**config.mk**
```make
export PLATFORM = sky130hd
export DESIGN_NAME = tx_serial_d4
export DESIGN_NICKNAME = d
export VERILOG_FILES = /design/src/rtl/tx_serial_d4.sv
export SDC_FILE = /design/constraint.sdc
export NUM_CORES = 1
export LEC_CHECK = 0
export CAP_MARGIN = 20
export CELL_PAD_IN_SITES_DETAIL_PLACEMENT = 2
export CELL_PAD_IN_SITES_GLOBAL_PLACEMENT = 2
export CORE_ASPECT_RATIO = 0.6
export CORE_MARGIN = 3
export CORE_UTILIZATION = 35
export DETAILED_ROUTE_END_ITERATION = 10
export GPL_ROUTABILITY_DRIVEN = 0
export PLACE_DENSITY = 0.76
export SYNTH_ARGS = -nofsm -noshare
export SYNTH_HDL_FRONTEND = slang
export SYNTH_SLANG_ARGS = --single-unit
```
**constraint.sdc**
```tcl
create_clock -name Clk -period 1.7 [get_ports Clk]
set_input_delay 0.425 -clock Clk [delete_from_list [all_inputs] [get_ports Clk]]
set_output_delay 0.425 -clock Clk [all_outputs]
set_load 0.05 [all_outputs]
```
**src/rtl/tx_serial_d4.sv**
```systemverilog
// Serial transmitter: one 4-bit word per frame, sent as start, D[0..3] LSB first,
// even parity and stop bit, each bit held for BIT_CYCLES enabled clock cycles.
module tx_serial_d4 #(
  parameter int BIT_CYCLES = 4
) (
  input  logic       Clk,
  input  logic       reset,
  input  logic       enable,
  input  logic       valid,
  input  logic [3:0] D,
  output logic       ready,
  output logic       tx,
  output logic       busy,
  output logic       done
);

  typedef enum logic [2:0] {
    S_IDLE,
    S_START,
    S_DATA,
    S_PARITY,
    S_STOP
  } state_t;

  localparam logic [7:0] LP_CNT_MAX = 8'(BIT_CYCLES - 1);

  state_t     r_state;
  logic [3:0] r_hold;
  logic [2:0] r_bit_idx;
  logic [7:0] r_cnt;
  logic       r_tx;
  logic       r_busy;
  logic       r_done;

  logic w_bit_end;
  logic w_last_data;
  logic w_next_data;
  logic w_parity;

  assign w_bit_end   = (r_cnt == LP_CNT_MAX);
  assign w_last_data = (r_bit_idx == 3'd3);
  assign w_next_data = r_hold[r_bit_idx[1:0] + 2'd1];
  assign w_parity    = ^r_hold;

  // NOTE: all state uses non-blocking assignments so every register samples
  // the pre-edge values; reset is synchronous and outranks enable.
  always_ff @(posedge Clk) begin
    if (reset) begin
      r_state   <= S_IDLE;
      r_hold    <= 4'd0;
      r_bit_idx <= 3'd0;
      r_cnt     <= 8'd0;
      r_tx      <= 1'b1;
      r_busy    <= 1'b0;
      r_done    <= 1'b0;
    end else if (enable) begin
      r_done <= 1'b0;
      case (r_state)
        S_IDLE: begin
          // ready is ~r_busy, which is always 1 here, so valid alone accepts
          if (valid) begin
            r_hold    <= D;
            r_state   <= S_START;
            r_tx      <= 1'b0;
            r_busy    <= 1'b1;
            r_cnt     <= 8'd0;
            r_bit_idx <= 3'd0;
          end
        end
        S_START: begin
          if (w_bit_end) begin
            r_cnt   <= 8'd0;
            r_state <= S_DATA;
            r_tx    <= r_hold[0];
          end else begin
            r_cnt <= r_cnt + 8'd1;
          end
        end
        S_DATA: begin
          if (w_bit_end) begin
            r_cnt <= 8'd0;
            if (w_last_data) begin
              r_bit_idx <= 3'd0;
              r_state   <= S_PARITY;
              r_tx      <= w_parity;
            end else begin
              r_bit_idx <= r_bit_idx + 3'd1;
              r_tx      <= w_next_data;
            end
          end else begin
            r_cnt <= r_cnt + 8'd1;
          end
        end
        S_PARITY: begin
          if (w_bit_end) begin
            r_cnt   <= 8'd0;
            r_state <= S_STOP;
            r_tx    <= 1'b1;
          end else begin
            r_cnt <= r_cnt + 8'd1;
          end
        end
        S_STOP: begin
          // Done lands in the idle cycle that follows, where ready is already 1
          if (w_bit_end) begin
            r_cnt   <= 8'd0;
            r_state <= S_IDLE;
            r_busy  <= 1'b0;
            r_done  <= 1'b1;
          end else begin
            r_cnt <= r_cnt + 8'd1;
          end
        end
        default: begin
          r_state <= S_IDLE;
          r_tx    <= 1'b1;
          r_busy  <= 1'b0;
          r_cnt   <= 8'd0;
        end
      endcase
    end
  end

  assign tx    = r_tx;
  assign busy  = r_busy;
  assign done  = r_done;
  assign ready = ~r_busy;

endmodule

```
After elaboration in Yosys (flattened, before gate mapping) --
Cells that the tools add are included. Widths: inputs -> output; s select.
Storage, ports and cells: memories kept 0, flip-flop bits (word level) 21, memory bits (read-only) 0, RAM bits 0, logic and storage cells 64, bits in latches 0
Operators by class: equal/unequal tests 12, $add $sub $neg 3, order comparisons 1, multipliers 0, shift operators 0, bitwise logic cells 3, reduce and logical (&&, ||, !) cells 11, multiplexer cells 27, divide/modulo/power cells 0
Operator list (count):
- $mux 3 | 9
- $mux 8 | 2
- $pmux 8 s2 | 1
- $pmux 3 s5 | 1
- $ne 2x2->1 const B | 6
- $mux 1 | 10
- $eq 3x2->1 const B | 3
- $add 8x1->8 const B | 1
- $eq 8x2->1 const B | 1
- $reduce_and 4->1 | 2
- $reduce_and 7->1 | 1
- $pmux 3 s2 | 1
- $reduce_and 6->1 | 1
- $pmux 1 s5 | 1
- $reduce_or 4->1 | 1
- $reduce_xor 4->1 | 1
- $add 3x1->3 const B | 1
- $eq 3x1->1 const B | 1
- $eq 3x3->1 const B | 1
- $logic_not 3->1 | 1
- $lt 2x3->1 const B | 1
- $not 1->1 | 3
- $pmux 1 s3 | 1
- $reduce_and 3->1 | 1
- 5 further kinds | 5

Logic depth before layout (Yosys ltp) --
Gate-level depths: netlist of the first run.
word-level depth 6, mapped depth 6, mapped depth without buffers 5

Least setup slack after synthesis of the first run --
OpenSTA, ideal clock, no wires.
path type reg2reg, start point register r_bit_idx[0], end point register r_tx, in the netlist tx, setup slack 0.189 ns, cell stages (with the launch flop) 6, required time 1.580 ns, data arrival time 1.391 ns, library setup time 0.120 ns, path through dfxtp_1 > ha_1 > mux4_2 > nor2_1 > a211oi_1 > a2bb2oi_2
On the way: word-level cells in the longest chain between the ends 6, elaborated cells between the ends (all ways) 7, those cells by class 1 x add/sub; 1 x eq/ne; 5 x mux
Ends and longest elaborated chain:
- start: declaration | line 29 | logic [2:0] r_bit_idx;
- start signal: assignment | line 87 | r_bit_idx <= r_bit_idx + 3'd1;
- $add 2x1->2 | line 42 | assign w_next_data = r_hold[r_bit_idx[1:0] + 2'd1];
- $bmux 1 s2 | line 42
- $mux 1 (not written as such) | line 42
- $mux 1 * | line 82 | if (w_last_data) begin
- $mux 1 * | line 80 | if (w_bit_end) begin
- $pmux 1 s5 * | line 58 | case (r_state)
- end signal: assignment | line 74 | r_tx <= r_hold[0];
- end signal: assignment | line 85 | r_tx <= w_parity;
- end signal: assignment | line 88 | r_tx <= w_next_data;
- end: declaration | line 31 | logic r_tx;
Every way passes the cells marked *; elsewhere a longest branch is shown, timed or not. The select of a mux whose other input is x is not followed. A chain may end at the register's enable or synchronous reset.

Worst setup path in the final report of the first run --
start point register r_cnt[0], end point register r_state[0]
On the way: word-level cells in the longest chain between the ends 3, elaborated cells between the ends (all ways) 6, those cells by class 5 x eq/ne; 1 x reduce/logical
Ends and longest elaborated chain:
- start: declaration | line 30 | logic [7:0] r_cnt;
- start signal: assignment | line 76 | r_cnt <= r_cnt + 8'd1;
- start signal: assignment | line 91 | r_cnt <= r_cnt + 8'd1;
- start signal: assignment | line 100 | r_cnt <= r_cnt + 8'd1;
- $eq 8x2->1 * | line 40 | assign w_bit_end = (r_cnt == LP_CNT_MAX);
- $ne 2x2->1 (no source line)
- $reduce_and 7->1 (no source line) *
- end signal: assignment | line 49 | r_state <= S_IDLE;
- end signal: assignment | line 63 | r_state <= S_START;
- end signal: assignment | line 73 | r_state <= S_DATA;
- end: declaration | line 27 | state_t r_state;
Every way passes the cells marked *; elsewhere a longest branch is shown, timed or not.

==> results by group, run 1 <==
Run status
  • Status: complete, but fails checks
  • Failing checks: negative setup slack

Clocking
  • Worst-Skew Late Latency: between 0.2 and 0.3 ns
  • CTS Buffer Depth: 2
  • Clock sinks: 21
  • CTS tree: done
  • Clock-pin slew on the worst setup and hold paths: 0.08 ns
  • CTS Hold Bufs: 0
  • H-tree Lvls: 1
  • Root Driver: clkbuf_8
  • Total CTS buffers: 3

GRT
  • Global-route wire length before repair: 5950 microns
  • Initial antenna violation count: 0
  • Vias in the first global route: 1100
  • Congestion Overflow GR: 0
  • Total track usage: 0.197
  • Largest net degree at the start of global routing: 12

Route
  • Total Wirelength: 4150 microns
  • Met3 Routed Length: ~160 microns
  • Highest Signal Layer: met4
  • Routed len/inst: 21.7 microns
  • Vias per cell: 5.50
  • 1st-pass router iterations: 6
  • DRC viols: 0
  • Final ANT Viol Nets: 0
  • Routed via count: 1051
  • Met1 Routed Length: 2080 microns
  • Met2 Wirelength: about 1900 microns
  • Iteration-0 DRC count of the detailed router: around 60

Yosys
  • Seq/Total Area, Yosys: 0.358
  • Async SR Flop Fraction: 0
  • Most frequent cell after synthesis: dfxtp_1
  • Synth area leaders: dfxtp_1, mux2i_1, nor2_1
  • Ys flop type: dfxtp_1
  • Post-Synthesis Cells: 123
  • Commonest cells in the netlist: dfxtp_1, nor2_1, nand2_1, mux2i_1, xnor2_1
  • Post-synth EDFFs: 0
  • Yosys top cell area share: 0.358
  • Distinct cell type count after synthesis: 46
  • Post-Syn Area per Cell: about 9.6 sq um
  • FF+latch count, synth: 21
  • Syn nets: about 130
  • Synthesized area: 0.00117 sq mm
  • Yosys top cell by area: dfxtp_1
  • Yosys Warn Count: 0

Power and ir drop
  • Maximum ir drop on the vdd rail: 0.000306 V
  • Sw Pwr: between 0.3 and 0.4 mW
  • Combinational fraction of design power: 0.221
  • Power share of the clock group: 0.302
  • Leakage power: 0.547 nW
  • Cell Int Power: 0.792 mW
  • Power density cells: 740 mW/mm^2
  • Sequential cell fraction of total power: 0.477
  • Sw Share: 0.288

Critical path
  • Critical path class: reg -> reg
  • Worst Path Max Fanout: 4
  • Worst EP required: 1.89 ns
  • Startpoint Class: register
  • Crit. End Element: register
  • Arrival @ worst endpoint: 1.90 ns

STA
  • Setup-failing EPs final: 1
  • Final hold violation count: 0
  • Setup ws final: -0.00916 ns
  • Slew margin rel.: 0.727
  • Hold Worst Slack: 0.487 ns
  • Min Clock Period, post-route: about 1.7 ns
  • Fin Clk Skew: approximately 0.0023 ns
  • Worst-margin pin slew: 0.408 ns
  • Fin crit share: 1.01
  • Final max-slew violation count: 0
  • F_max: 0.585 GHz

Die
  • Top Ports: 12
  • Die height: 50.9 microns
  • Area of the core: 0.00304 sq mm
  • Die area: just over 0.004 sq mm
  • Die Width: slightly above 80 microns
  • Starting density of the core: 0.386
  • Row Count: 15

Cells and area
  • Share of cells above drive strength 1: 0.315
  • Nets: 160
  • Area delta synth->final: 27.9%
  • Non-filler cells, final: 191
  • # diodes: 0

Flow run
  • Max-Cap Viols: 0

Place
  • Pre-CTS setup slack: -0.339 ns
  • Placed cells: 181
  • Port bufs: 11
  • Dpl hpwl: approximately 2600 microns

Hold path
  • Hold crit path type: reg -> reg
timing repair:
item                                    in CTS  in global routing
resized for setup                            4                  9
buffers inserted                             2                  4
endpoints found under the setup margin      12                 16
pin swaps                                    1                  2
state kept, by name, summed over array words and instances, names as in the netlist:
name and count:
r_cnt 8, r_hold 4, r_bit_idx 3, r_state 3, busy 1, done 1, tx 1
logic make-up after synthesis:
| family | share of synthesized area |
|---|---|
| AOI/OAI and AO/OA | 0.165 |
| DFF | 0.358 |
| adders and majority gates | 0.0213 |
| buffers and inverters | 0.0639 |
| and+or+nand+nor | 0.247 |
| xor gates and xnor gates | 0.0745 |
| muxes | 0.0703 |
worst max-delay path, cell delays in order (launching register included):
cell and delay [ns]:
dfxtp_2 0.34, ha_2 0.19, nor4b_4 0.37, a22oi_2 0.20, or3_1 0.40, a21oi_2 0.14
cell usage in the layout (no fill, tap or decap), drive strengths merged, types with 2 or more instances in the layout:
master         count
ha                 2
clkdlybuf4s50      5
o21bai             2
nand2b             4
mux2i              6
a31oi              2
o21ai              3
inv                3
or2                2
nor3               6
buf               21
xnor2              6
a21oi              6
nand4              2
clkbuf             4
nor2              17
nand3              2
dfxtp             21
xor2               4
nand2              9
power groups by stage:
stage / Sequential (mW) / Combinational (mW) / Clock, mW
after floorplan: 0.547 / 0.119 / 0
after global placement: 0.538 / 0.203 / 0
after detailed placement: 0.540 / 0.211 / 0
after CTS: 0.529 / 0.224 / 0.352
after global routing: 0.532 / 0.263 / 0.368
final: 0.531 / 0.245 / 0.336
metal layers:
layer / GRT usage / vias to the layer above
met5: 0 / -
met4: 0.0337 / 0
met3: 0.0563 / 6
met2: 0.293 / 18
met1: 0.287 / 540
li1: - / 487
final cells by class:
type | instances | area, sq um
fill | 343 | 1540
timing repair buffer | 28 | 254
multi-input combinational | 93 | 713
tap | 42 | 52.6
inverter | 3 | 11.3
sequential | 21 | 427
clock buffer | 4 | 45.0
worst paths after layout:
path	start	end	slack, ns	cells after the start
setup / recovery	r_cnt[0]	r_state[0]	-0.009	5
hold / removal	r_bit_idx[2]	r_bit_idx[2]	0.49	2
setup reg to reg	r_cnt[0]	r_state[0]	-0.009	5
hold reg to reg	r_bit_idx[2]	r_bit_idx[2]	0.49	2
per-stage QoR:
step | TNS [ns] | util | cell area [sq um] | power, mW
after CTS | 0 | 0.476 | 1450 | 1.10
final | -0.00916 | 0.494 | 1500 | 1.11
after global routing | -0.202 | 0.494 | 1500 | 1.16
after detailed placement | -5.16 | 0.451 | 1370 | 0.751
after floorplan | 0 | - | 1170 | 0.666
after global placement | -3.57 | 0.451 | 1370 | 0.741
Power figures use the tool's default switching activity.
==> run 2, diff against run 1 <==
clock period = 1.6 ns   (was 1.7 ns; I/O delays follow)
==> results by group, run 2 (synthesis results as in run 1) <==
STA
  • Final hold violation count: 0 (unchanged)
  • Final max-slew violation count: 0 (unchanged)
  • Slew margin rel.: 0.755 (was 0.727)
  • Fin Clk Skew: 0.00749 ns (was 0.00227 ns)
  • Fin crit share: 1.06 (was 1.01)
  • Setup ws final: -0.0938 ns (was -0.00916 ns)
  • F_max: 0.590 GHz (was 0.585 GHz)
  • Worst-margin pin slew: 0.364 ns (was 0.408 ns)
  • Unrepaired setup endpoints after global routing: true
  • Setup-failing EPs final: 12 (was 1)
  • Min Clock Period, post-route: 1.69 ns (was 1.71 ns)

Clocking
  • CTS Buffer Depth: 2 (unchanged)
  • CTS Hold Bufs: 0 (unchanged)
  • H-tree Lvls: 1 (unchanged)
  • Worst-Skew Late Latency: 0.28 ns (was 0.26 ns)
  • Total CTS buffers: 3 (unchanged)
  • CTS tree: done (unchanged)
  • Clock-pin slew on the worst setup and hold paths: 0.09 ns (was 0.08 ns)
  • Root Driver: clkbuf_8 (unchanged)
  • Clock sinks: 21 (unchanged)

Route
  • 1st-pass router iterations: 4 (was 6)
  • Iteration-0 DRC count of the detailed router: 89 (was 59)
  • Met2 Wirelength: 2490 microns (was 1870 microns)
  • Routed via count: 1143 (was 1051)
  • Routed len/inst: 26.2 microns (was 21.7 microns)
  • DRC viols: 0 (unchanged)
  • Final ANT Viol Nets: 0 (unchanged)
  • Highest Signal Layer: met4 (unchanged)
  • Total Wirelength: 5280 microns (was 4150 microns)
  • Vias per cell: 5.69 (was 5.50)
  • Met3 Routed Length: 281 microns (was 157 microns)
  • Met1 Routed Length: 2300 microns (was 2080 microns)

Critical path
  • Worst EP required: 1.80 ns (was 1.89 ns)
  • Critical path class: reg -> reg (unchanged)
  • Delay-heaviest family, CP: simple AND/OR/NAND/NOR gates (unchanged)
  • Worst Path Max Fanout: 8 (was 4)
  • Critical Path, Cell by Cell: buf_6, or3b_4, a22oi_2, o21bai_4, nor2_1 (was ha_2, nor4b_4, a22oi_2, or3_1, a21oi_2)
  • Largest stage delay on the critical path: 0.38 ns (was 0.40 ns)
  • Slowest-stage cell, CP: dfxtp_4 (was or3_1)
  • Startpoint Class: register (unchanged)
  • Crit. End Element: register (unchanged)
  • Arrival @ worst endpoint: 1.90 ns (about the same)
  • Critical path buffers and inverters: 1 (was 0)

Power and ir drop
  • Maximum ir drop on the vdd rail: 0.000387 V (was 0.000306 V)
  • Total power draw: 1.25 mW (was 1.11 mW)
  • Power density cells: 753 mW/mm^2 (was 740 mW/mm^2)
  • Leakage power: 0.620 nW (was 0.547 nW)

Run status
  • Status: complete, but fails checks (unchanged)
  • Failing checks: negative setup slack (unchanged)

Cells and area
  • # diodes: 0 (unchanged)
  • Nets: 170 (was 160)
  • Reg with most FFs: r_cnt (unchanged)
  • Most frequent cells in the layout: buf_4, dfxtp_1, nor2_1, nand2_1 (was buf_4, nor2_1, dfxtp_1, nand2_1)
  • Final Util: 0.548 (was 0.494)
  • Commonest non-fill, non-tap cell in the layout: buf_4 (unchanged)
  • Area delta synth->final: 41.7% (was 27.9%)
  • Fillers: 317 (was 343)
  • Largest regs: r_cnt: 8 flops, r_hold: 4 flops (unchanged)
  • Share of cells above drive strength 1: 0.434 (was 0.315)
  • Max FFs per register: 8 (unchanged)

Die
  • Top Ports: 12 (unchanged)
  • Die Width: 80.8 microns (unchanged)
  • Area of the core: 0.00304 sq mm (unchanged)
  • Die height: 50.9 microns (unchanged)
  • Row Count: 15 (unchanged)
  • Die area: 0.00411 sq mm (unchanged)
  • Starting density of the core: 0.386 (unchanged)

Hold path
  • Hold crit path type: reg -> reg (unchanged)

GRT
  • Congestion Overflow GR: 0 (unchanged)
  • Global-route wire length before repair: 6620 microns (was 5950 microns)
  • Initial antenna violation count: 0 (unchanged)
  • Vias in the first global route: 1199 (was 1100)
  • Largest net degree at the start of global routing: 13 (was 12)
  • Total track usage: 0.223 (was 0.197)

Place
  • Port bufs: 11 (unchanged)
  • Dpl hpwl: 2940 microns (was 2620 microns)
  • Pre-CTS setup slack: -0.500 ns (was -0.339 ns)

Flow run
  • Max-Cap Viols: 0 (unchanged)
-- run 2: changes by cell type in the layout (fill, tap and decap cells not counted), moves of 2 or more --
cell     previous run  this run
buf_4              19        25
nor2_1             16        12
nor2_2              0         4
dfxtp_4             0         3
buf_12              2         4
buf_6               0         2
dfxtp_1            16        14
-- run 2: layout make-up --
class,count,area [sq um],share of cell area
timing repair buffer,38,360,0.216
clock inverter,1,5.00,0.00301
multi-input combinational,93,758,0.455
inverter,3,11.3,0.00676
tap,42,52.6,0.0316
sequential,21,437,0.262
clock buffer,3,41.3,0.0248
-- run 2: where the power goes --
group	switching (mW)	total [mW]	internal [mW]
clock	0.207	0.382	0.175
sequential	0.0239	0.562	0.538
combinational	0.164	0.311	0.147
-- run 2: final timing paths --
path | start | endpoint | slack, ns | cells past startpoint
setup / recovery | r_state[0] | r_cnt[6] | -0.09 | 5
hold / removal | r_bit_idx[2] | r_bit_idx[2] | 0.48 | 2
setup reg to reg | r_state[0] | r_cnt[6] | -0.09 | 5
hold reg to reg | r_bit_idx[2] | r_bit_idx[2] | 0.48 | 2
-- run 2: worst register-to-register path, cell delays in order, from the launching register on --
cell      delay, ns
dfxtp_4        0.38
buf_6          0.13
or3b_4         0.38
a22oi_2        0.33
o21bai_4       0.21
nor2_1         0.19
-- run 2: timing repair --
action,4_1_cts,5_1_grt
pin swaps,5,16
gates resized for setup,15,18
setup buffers,2,8
setup endpoints to repair,18,16
-- run 2: metal layers --
layer  up-vias  global-route usage
met1       577               0.276
met5         -                   0
li1        506                   -
met3        19              0.0563
met4         0              0.0506
met2        41               0.393
-- run 2: per-stage QoR --
step                       TNS, ns  hold slack [ns]  instances  cell area (sq um)
after floorplan                  0            0.422        123               1170
after global placement       -4.94            0.432        187               1440
after detailed placement     -6.87            0.462        187               1440
after CTS                 -0.00331            0.474        193               1550
after global routing         -1.20            0.524        201               1670
final                       -0.588            0.477        201               1670
